$ cat src/rtl/key_op_sampler.sv
// key_op_sampler: synchronises and debounces the board switches and keys,
// then presents a stable opcode and latched A/B operands to the ALU.
//
// Ports:
//   CLOCK_50  in   1  system clock, rising edge
//   resetn    in   1  asynchronous active-low reset
//   SW        in   8  raw operand switches, [7:4]=A, [3:0]=B
//   KEY       in   3  raw active-low pushbuttons
//   opSelect  out  3  debounced opcode (3'b111 = no key pressed)
//   op_valid  out  1  one-cycle strobe when opSelect/A/B are updated
//   A         out  4  operand A, captured with op_valid
//   B         out  4  operand B, captured with op_valid
//
// Optional feature macro: STICKY_OP_EN
//   defined   : only presses update the outputs; releases are ignored
//   undefined : every debounced key change updates the outputs
module key_op_sampler #(
    parameter int DEBOUNCE_CYCLES = 16
) (
    input  logic       CLOCK_50,
    input  logic       resetn,
    input  logic [7:0] SW,
    input  logic [2:0] KEY,
    output logic [2:0] opSelect,
    output logic       op_valid,
    output logic [3:0] A,
    output logic [3:0] B
);

    localparam int CNT_W = $clog2(DEBOUNCE_CYCLES + 1);

    // Acceptance happens on the edge where the counter already holds
    // DEBOUNCE_CYCLES-1 completed mismatch cycles, so the counter never
    // climbs past its saturation value.
    localparam logic [CNT_W-1:0] CNT_LAST = CNT_W'(DEBOUNCE_CYCLES - 1);

    localparam logic [2:0] KEY_IDLE = 3'b111;

    typedef enum logic {
        STABLE  = 1'b0,
        PENDING = 1'b1
    } deb_state_e;

    // Two-flop synchronisers
    logic [2:0] k_s1;
    logic [2:0] k_s2;
    logic [7:0] sw_s1;
    logic [7:0] sw_s2;

    // Debounce state
    logic [2:0]            deb;
    logic [2:0]            deb_nxt;
    logic [2:0][CNT_W-1:0] cnt;
    logic [2:0][CNT_W-1:0] cnt_nxt;
    deb_state_e [2:0]      state;

    // Update stage
    logic [2:0] deb_prev;
    logic       trig;

    always_ff @(posedge CLOCK_50 or negedge resetn) begin
        if (!resetn) begin
            k_s1  <= KEY_IDLE;
            k_s2  <= KEY_IDLE;
            sw_s1 <= '0;
            sw_s2 <= '0;
        end else begin
            k_s1  <= KEY;
            k_s2  <= k_s1;
            sw_s1 <= SW;
            sw_s2 <= sw_s1;
        end
    end

    // Per-key state is whether the synchronised level disagrees with the
    // accepted level; the counter tracks how long that has persisted.
    always_comb begin
        deb_nxt = deb;
        cnt_nxt = '0;
        state   = '{default: STABLE};
        for (int i = 0; i < 3; i++) begin
            state[i] = (k_s2[i] != deb[i]) ? PENDING : STABLE;
            unique case (state[i])
                STABLE: begin
                    cnt_nxt[i] = '0;
                end
                PENDING: begin
                    if (cnt[i] >= CNT_LAST) begin
                        deb_nxt[i] = k_s2[i];
                        cnt_nxt[i] = '0;
                    end else begin
                        cnt_nxt[i] = cnt[i] + 1'b1;
                    end
                end
                default: begin
                    cnt_nxt[i] = '0;
                end
            endcase
        end
    end

    always_ff @(posedge CLOCK_50 or negedge resetn) begin
        if (!resetn) begin
            deb <= KEY_IDLE;
            cnt <= '0;
        end else begin
            deb <= deb_nxt;
            cnt <= cnt_nxt;
        end
    end

    // deb_prev lags deb by one cycle, so a mismatch marks the cycle right
    // after an acceptance. Several keys accepted together give one change.
`ifdef STICKY_OP_EN
    assign trig = (deb != deb_prev) && (deb != KEY_IDLE);
`else
    assign trig = (deb != deb_prev);
`endif

    always_ff @(posedge CLOCK_50 or negedge resetn) begin
        if (!resetn) begin
            deb_prev <= KEY_IDLE;
            opSelect <= KEY_IDLE;
            op_valid <= 1'b0;
            A        <= '0;
            B        <= '0;
        end else begin
            deb_prev <= deb;
            if (trig) begin
                opSelect <= deb;
                A        <= sw_s2[7:4];
                B        <= sw_s2[3:0];
                op_valid <= 1'b1;
            end else begin
                op_valid <= 1'b0;
            end
        end
    end

endmodule

$ cat config.mk
export PLATFORM = sky130hd
export DESIGN_NAME = key_op_sampler
export DESIGN_NICKNAME = d
export VERILOG_FILES = /design/src/rtl/key_op_sampler.sv
export SDC_FILE = /design/constraint.sdc
export NUM_CORES = 1
export LEC_CHECK = 0
export CAP_MARGIN = 0
export CORE_UTILIZATION = 40
export CTS_CLUSTER_SIZE = 16
export DETAILED_ROUTE_END_ITERATION = 10
export GPL_TIMING_DRIVEN = 0
export SYNTH_ARGS = -nofsm -noshare
export SYNTH_HDL_FRONTEND = slang
export SYNTH_SLANG_ARGS = --single-unit
$ cat constraint.sdc
create_clock -name CLOCK_50 -period 5.2 [get_ports CLOCK_50]
set_clock_uncertainty 0.15 [all_clocks]
set_input_delay 1.04 -clock CLOCK_50 [delete_from_list [all_inputs] [get_ports CLOCK_50]]
set_output_delay 1.04 -clock CLOCK_50 [all_outputs]
set_load 0.05 [all_outputs]
======== Word level (Yosys, flattened, before mapping) ========
Cells that the tools add are included.
storage, ports and cells
  bits in registers ....................... 55
  input port bits ......................... 13
  output and inout bits ................... 12
  logic and storage cells ................. 41
cells by class
  add/subtract/negate cells ............... 3
  $lt $le $gt $ge ......................... 3
  eq/ne operators ......................... 4
  muxes and demuxes ....................... 10
  bitwise logic cells ..................... 3
  reduce and logical (&&, ||, !) cells .... 3
operators with widths
  kind                   count
  $pmux W5 S2            3
  $add A5 B1 Y5 const B  3
  $ge A5 B4 Y1 const B   3
  $mux W5                3
  $reduce_and A2 Y1      3
  $mux W1                4
  $ne A1 B1 Y1           3
  $ne A3 B3 Y1           1
  $not A1 Y1             3

======== Depth between registers and ports, before layout ========
Gate-level depths: netlist (run 1).
  depth after elaboration ................. 4
  mapped depth ............................ 6
  mapped depth without buffers ............ 6

======== Least setup slack after synthesis (run 1) ========
OpenSTA, ideal clock, no wires.
  kind .................................... register to output
  start point ............................. reg opSelect[0]
  end point ............................... out opSelect[0]
  arrival time ............................ 0.664 ns
  slack ................................... 3.346 ns
  stages on the path, launching flop included .. 1
  cells stage by stage .................... dfstp_2
RTL lines
  item                    line  text
  start, declared         24    output logic [2:0] opSelect,
  start signal, assigned  123   opSelect <= KEY_IDLE;
  start signal, assigned  130   opSelect <= deb;
No word-level cell between the ends.

======== Final worst setup path (run 1) ========
  start point ............................. reg opSelect[0]
  end point ............................... out opSelect[0]
No word-level cell between the ends.

==> reports/results.tsv, run 1 <==
metric	value	unit
status	completed	
drtPass1Iterations	4	
vdd_drop_max	202.4	uV
ctsResizeCount	0	
crit_arrival	1640	ps
critPathMaxFanout	2	
hold_depth	0	
leakagePower	1.101	nW
clk_pin_slew	90	ps
grt_max_degree	29	
die_area	5147	sq um
grt_pass1_vias	1034	
drv_slew	0	
slew_headroom	57.70	%
dp.cells	207	
die_x	71.74	microns
start_util	41.47	%
gp_congestion	0.7277	
postCtsHoldBufs	0	
hold_class	register to register	
power.density	363.0	nW/um^2
r2r-end	deb[1]	
cts_buffers	5	
maxCapViolCount	0	
num_vias	1016	
die-height	71.74	microns
reg2reg_from	cnt[5]	
final_cells	214	
fin_util	50.53	%
yosysWarnings	0	
worst_slew_pin_slew	634.5	ps
syn-cell-area	1946	sq um
vias_per_cell	4.748	
io_pins	25	
hold_viol_final	0	
drive_above_1_share	24.38	%
path_delay_family	buffers and inverters	
clockRootBuffer	clkbuf_8	
startpoint_type	register	
clkSinkCount	55	
cp.required	4010	ps
worstSetupPathType	register to output port	
antennaDiodeCount	0	
fmax	353.8	MHz
dp_hpwl	1912	microns
cts_tree	built	
rrSetupSlack	3440	ps
crit_chain	clkdlybuf4s50_1	
globalRoute.totalOverflow	0	
power	0.0008607	W
period_minus_slack	2826	ps
ys_types	16	
max_stage_delay	800	ps
grt_antenna_before_repair	0	
rows	25	
cp-startpoint	opSelect[0]	
tns	0	ps
portBuffers	24	
grt_pass1_wl	4498	microns
ant_nets	0	
reg2reg_depth	6	
num-nets-final	179	
cp.buffers_inverters	1	
htreeDepth	2	
period_share	54.35	%
totalWireLength	2681	microns
cp-end-kind	output port	
clock_latency	290	ps
core	4692	sq um
post-cts-setup-buffers	0	
syn_inst	128	
avgSynthCellArea	15.20	sq um
setup_viol	0	
drtIter0Drc	34	
ys_seq_area_share	71.70	%
wl_per_cell	12.53	microns
drc_errors	0	
cpMaxStageDelayCell	clkdlybuf4s50_1	
syn_nets	147	
rsz0062_at_grt	no	
syn_to_final_growth	21.86	%
track_usage	11.66	%
crit_cells	1	
crit_end	opSelect[0]	
clockBufferDepth	2	
synth_seq_cells	55	
cell usage after synthesis (all sizes together):
master / instances / area share (%)
dfstp: 15 / 20
nand4: 3 / 0.96
nor2: 18 / 3.5
nand3: 4 / 1.3
and3: 3 / 0.96
ha: 6 / 3.9
xnor2: 6 / 2.7
nand2: 6 / 1.2
mux2: 14 / 9.8
inv: 6 / 1.2
xor2: 3 / 1.4
dfrtp: 40 / 51
buf: 1 / 0.58
a31oi: 3 / 0.96
kinds of logic after synthesis:
| group | after synthesis | synth area share [%] |
|---|---|---|
| DFF | 55 | 71.70 |
| and+or+nand+nor | 34 | 7.845 |
| muxes | 14 | 9.839 |
| xor gates and xnor gates | 9 | 4.052 |
| buffers and inverters | 7 | 1.736 |
| adders and majority gates | 6 | 3.858 |
| AOI/OAI and AO/OA | 3 | 0.9647 |
metal layers:
| layer | global-route usage, % | routed length, microns |
|---|---|---|
| met5 | 0 | 0 |
| met4 | 4.575 | 31 |
| met2 | 20.34 | 1396 |
| met1 | 13.46 | 1156 |
| met3 | 3.516 | 95 |
worst min path at each step:
stage	slack (ps)	to	startpoint
2_1_floorplan	180	sw_s2[0]	sw_s1[0]
3_3_place_gp	180	sw_s2[5]	sw_s1[5]
3_5_place_dp	190	sw_s2[0]	sw_s1[0]
4_1_cts	210	sw_s2[0]	sw_s1[0]
5_1_grt	210	k_s2[1]	k_s1[1]
6_report	210	sw_s2[2]	sw_s1[2]
placed cells by master (no fill, tap or decap), drive strengths merged, types with 4 or more instances in the layout:
| cell type | count |
|---|---|
| dfrtp | 40 |
| clkdlybuf4s50 | 23 |
| nor2 | 18 |
| dfstp | 15 |
| mux2 | 14 |
| inv | 6 |
| xnor2 | 6 |
| nand2 | 6 |
| ha | 6 |
| clkbuf | 6 |
| nand3 | 4 |
flip-flops by register name (all words and copies together) (netlist names):
signal,count
opSelect,3
k_s1,3
A,4
cnt,15
deb_prev,3
deb,3
sw_s2,8
op_valid,1
k_s2,3
sw_s1,8
B,4
cell type report:
type | instances | area (sq um)
buffer | 1 | 11.26
clock inverter | 1 | 30.03
fill | 398 | 2321
inverter | 6 | 22.52
sequential | 55 | 1395
timing repair buffer | 25 | 255.2
tap | 54 | 67.56
clock buffer | 6 | 72.57
multi-input combinational | 66 | 516.7
where the power goes:
group	total, W	switching (W)	internal [W]
clock network	0.000264	0.000123	0.000141
registers	0.000473	0.0000157	0.000457
logic	0.000124	0.0000715	0.0000520
stage by stage:
step | cell area, sq um | hold slack, ps | setup slack, ps
floorplan | 1946 | 181.2 | 3346
global placement | 2253 | 181.7 | 1471
detailed placement | 2268 | 186.3 | 2688
CTS | 2371 | 207.5 | 2353
global route | 2371 | 211.9 | 2329
finish | 2371 | 205.2 | 2374
(Power assumes the default switching activity.)
==> inputs of run 2 (changes only) <==
clock period = 2.8 ns   (was 5.2 ns; I/O delays follow)
==> results of run 2 <==
The final DEF is identical to that of run 1. Status: completed.
Main changes from that run: setup slack after placement 2688 ps -> 767.8 ps; setup slack after layout 2374 ps -> 453.9 ps; hold slack 205.2 ps -> 125.5 ps; register-to-register setup slack 3440 ps -> 1040 ps; total power 0.0008607 W -> 0.001598 W; worst IR drop on VDD 202.4 uV -> 375.8 uV
==> inputs of run 3 (changes only) <==
clock period = 2.1 ns   (was 2.8 ns; I/O delays follow)
==> run 3 against run 2 <==
Compared with the run above: critical path depth unchanged; register-to-register slack worse by 700 ps; clock-buffer cell count unchanged; cell count up 0.47%; global-route usage unchanged; core utilization up 0.19 points; critical endpoint is now B[0].
==> reports/results.tsv, run 3 (same netlist as run 1, synthesis figures left out) <==
metric	value	unit	change
portBuffers	24		unchanged
status	completed		
crit_arrival	1460	ps	-180 ps
dp.cells	207		unchanged
grt_pass1_wl	4505	microns	+0.16%
htreeDepth	2		unchanged
critPathMaxFanout	2		unchanged
fin_ws	66.50	ps	
die_x	71.74	microns	unchanged
crit_chain	clkdlybuf4s50_1		
period_share	96.83	%	
cpMaxStageDelayCell	clkdlybuf4s50_1		
max_stage_delay	810	ps	about the same
antennaDiodeCount	0		unchanged
track_usage	11.66	%	unchanged
max_flop_register	cnt		
cp-end-kind	output port		
drv_slew	0		unchanged
clk_pin_slew	90	ps	about the same
post-cts-setup-buffers	0		unchanged
final_cells	215		+0.47%
clock_latency	290	ps	about the same
dp_hpwl	1912	microns	unchanged
period_minus_slack	2033	ps	
largest_reg_flops	15		unchanged
syn_to_final_growth	22.31	%	
maxCapViolCount	0		unchanged
fmax	491.8	MHz	
reg_top3	cnt: 15 flops, sw_s1: 8 flops, sw_s2: 8 flops		
final_common_cell	dfrtp_1		
cp.buffers_inverters	1		unchanged
drc_errors	0		unchanged
startpoint_type	register		
num-nets-final	180		+0.56%
cp.required	1530	ps	
core	4692	sq um	unchanged
drtPass1Iterations	4		unchanged
ant_nets	0		unchanged
setup_viol	0		unchanged
die_area	5147	sq um	unchanged
gp_congestion	0.7277		unchanged
dpl_worst_slack	207.8	ps	
drive_above_1_share	24.22	%	-0.15 points
final_cell_mix	dfrtp_1, clkdlybuf4s50_1, nor2_1		
grt_antenna_before_repair	0		unchanged
num_vias	1023		+0.69%
design_area	2380	sq um	+0.37%
power.density	895.6	nW/um^2	
io_pins	25		unchanged
path_delay_family	buffers and inverters		
vias_per_cell	4.758		+0.22%
drtIter0Drc	34		unchanged
cts_tree	built		
leakagePower	1.137	nW	+3.3%
clockRootBuffer	clkbuf_8		
tns	0	ps	unchanged
fin_util	50.72	%	+0.19 points
grt_pass1_vias	1041		+0.68%
cts_buffers	5		unchanged
vdd_drop_max	501.1	uV	
worst_slew_pin_slew	627.5	ps	-7.000 ps
num-fill-cells	401		+0.75%
die-height	71.74	microns	unchanged
place_area	2268	sq um	unchanged
worstSetupPathType	register to output port		
globalRoute.totalOverflow	0		unchanged
grt_max_degree	29		unchanged
rsz0062_at_grt	no		
clockBufferDepth	2		unchanged
rows	25		unchanged
clkSinkCount	55		unchanged
slew_headroom	58.17	%	+0.47 points
hold_viol_final	0		unchanged
totalWireLength	2678	microns	-0.11%
start_util	41.47	%	unchanged
hold_class	register to register		
wl_per_cell	12.46	microns	-0.58%
==> run 3: per-stage QoR <==
step	hold slack [ps]	total power, W
after floorplan	-25.59	0.001370
after global placement	181.7	0.001486
after detailed placement	186.3	0.001501
after CTS	207.5	0.002161
after global routing	211.9	0.002224
final	205.0	0.002131
==> run 3: cell type report <==
cell class / count / area, sq um / area share (%)
buffer: 1 / 11.26 / 0.4732
clock buffer: 6 / 72.57 / 3.049
clock inverter: 1 / 30.03 / 1.262
inverter: 6 / 22.52 / 0.9464
multi-input combinational: 66 / 516.7 / 21.71
sequential: 55 / 1395 / 58.62
tap: 54 / 67.56 / 2.839
timing repair buffer: 26 / 264.0 / 11.09
==> run 3: final timing paths <==
kind                       slack [ps]  endpoint  depth (start not counted)  startpoint
hold / removal                    210  sw_s2[2]                          0    sw_s1[2]
max in group asynchronous         640   k_s2[2]                          3      resetn
min in group asynchronous         520  sw_s2[7]                          2      resetn
setup / recovery                   70      B[0]                          1        B[0]
setup reg to reg                  340    deb[1]                          6      cnt[5]
hold reg to reg                   210  sw_s2[2]                          0    sw_s1[2]
==> run 3: timing repair <==
action | 4_1_cts | 5_1_grt
resized for setup | 3 | 1
hold buffers | 1 | 0
setup endpoints to repair | 3 | 1
hold endpoints to repair | 6 | 0
==> run 3: where the power goes <==
group          leakage, nW  internal (W)  switching [W]  total (W)
Clock               0.0513      0.000350       0.000305   0.000654
Combinational        0.418      0.000130       0.000177   0.000307
Sequential           0.668       0.00113      0.0000387    0.00117
Total                 1.14       0.00161       0.000520    0.00213
==> run 3: per-layer routing <==
metal	up-vias	track usage [%]	routed length, microns	part of all wire, %
li1	486	-	-	-
met1	509	13.27	1150	43
met2	23	20.55	1400	52
met3	5	3.516	95	3.5
met4	0	4.575	31	1.2
met5	-	0	0	0
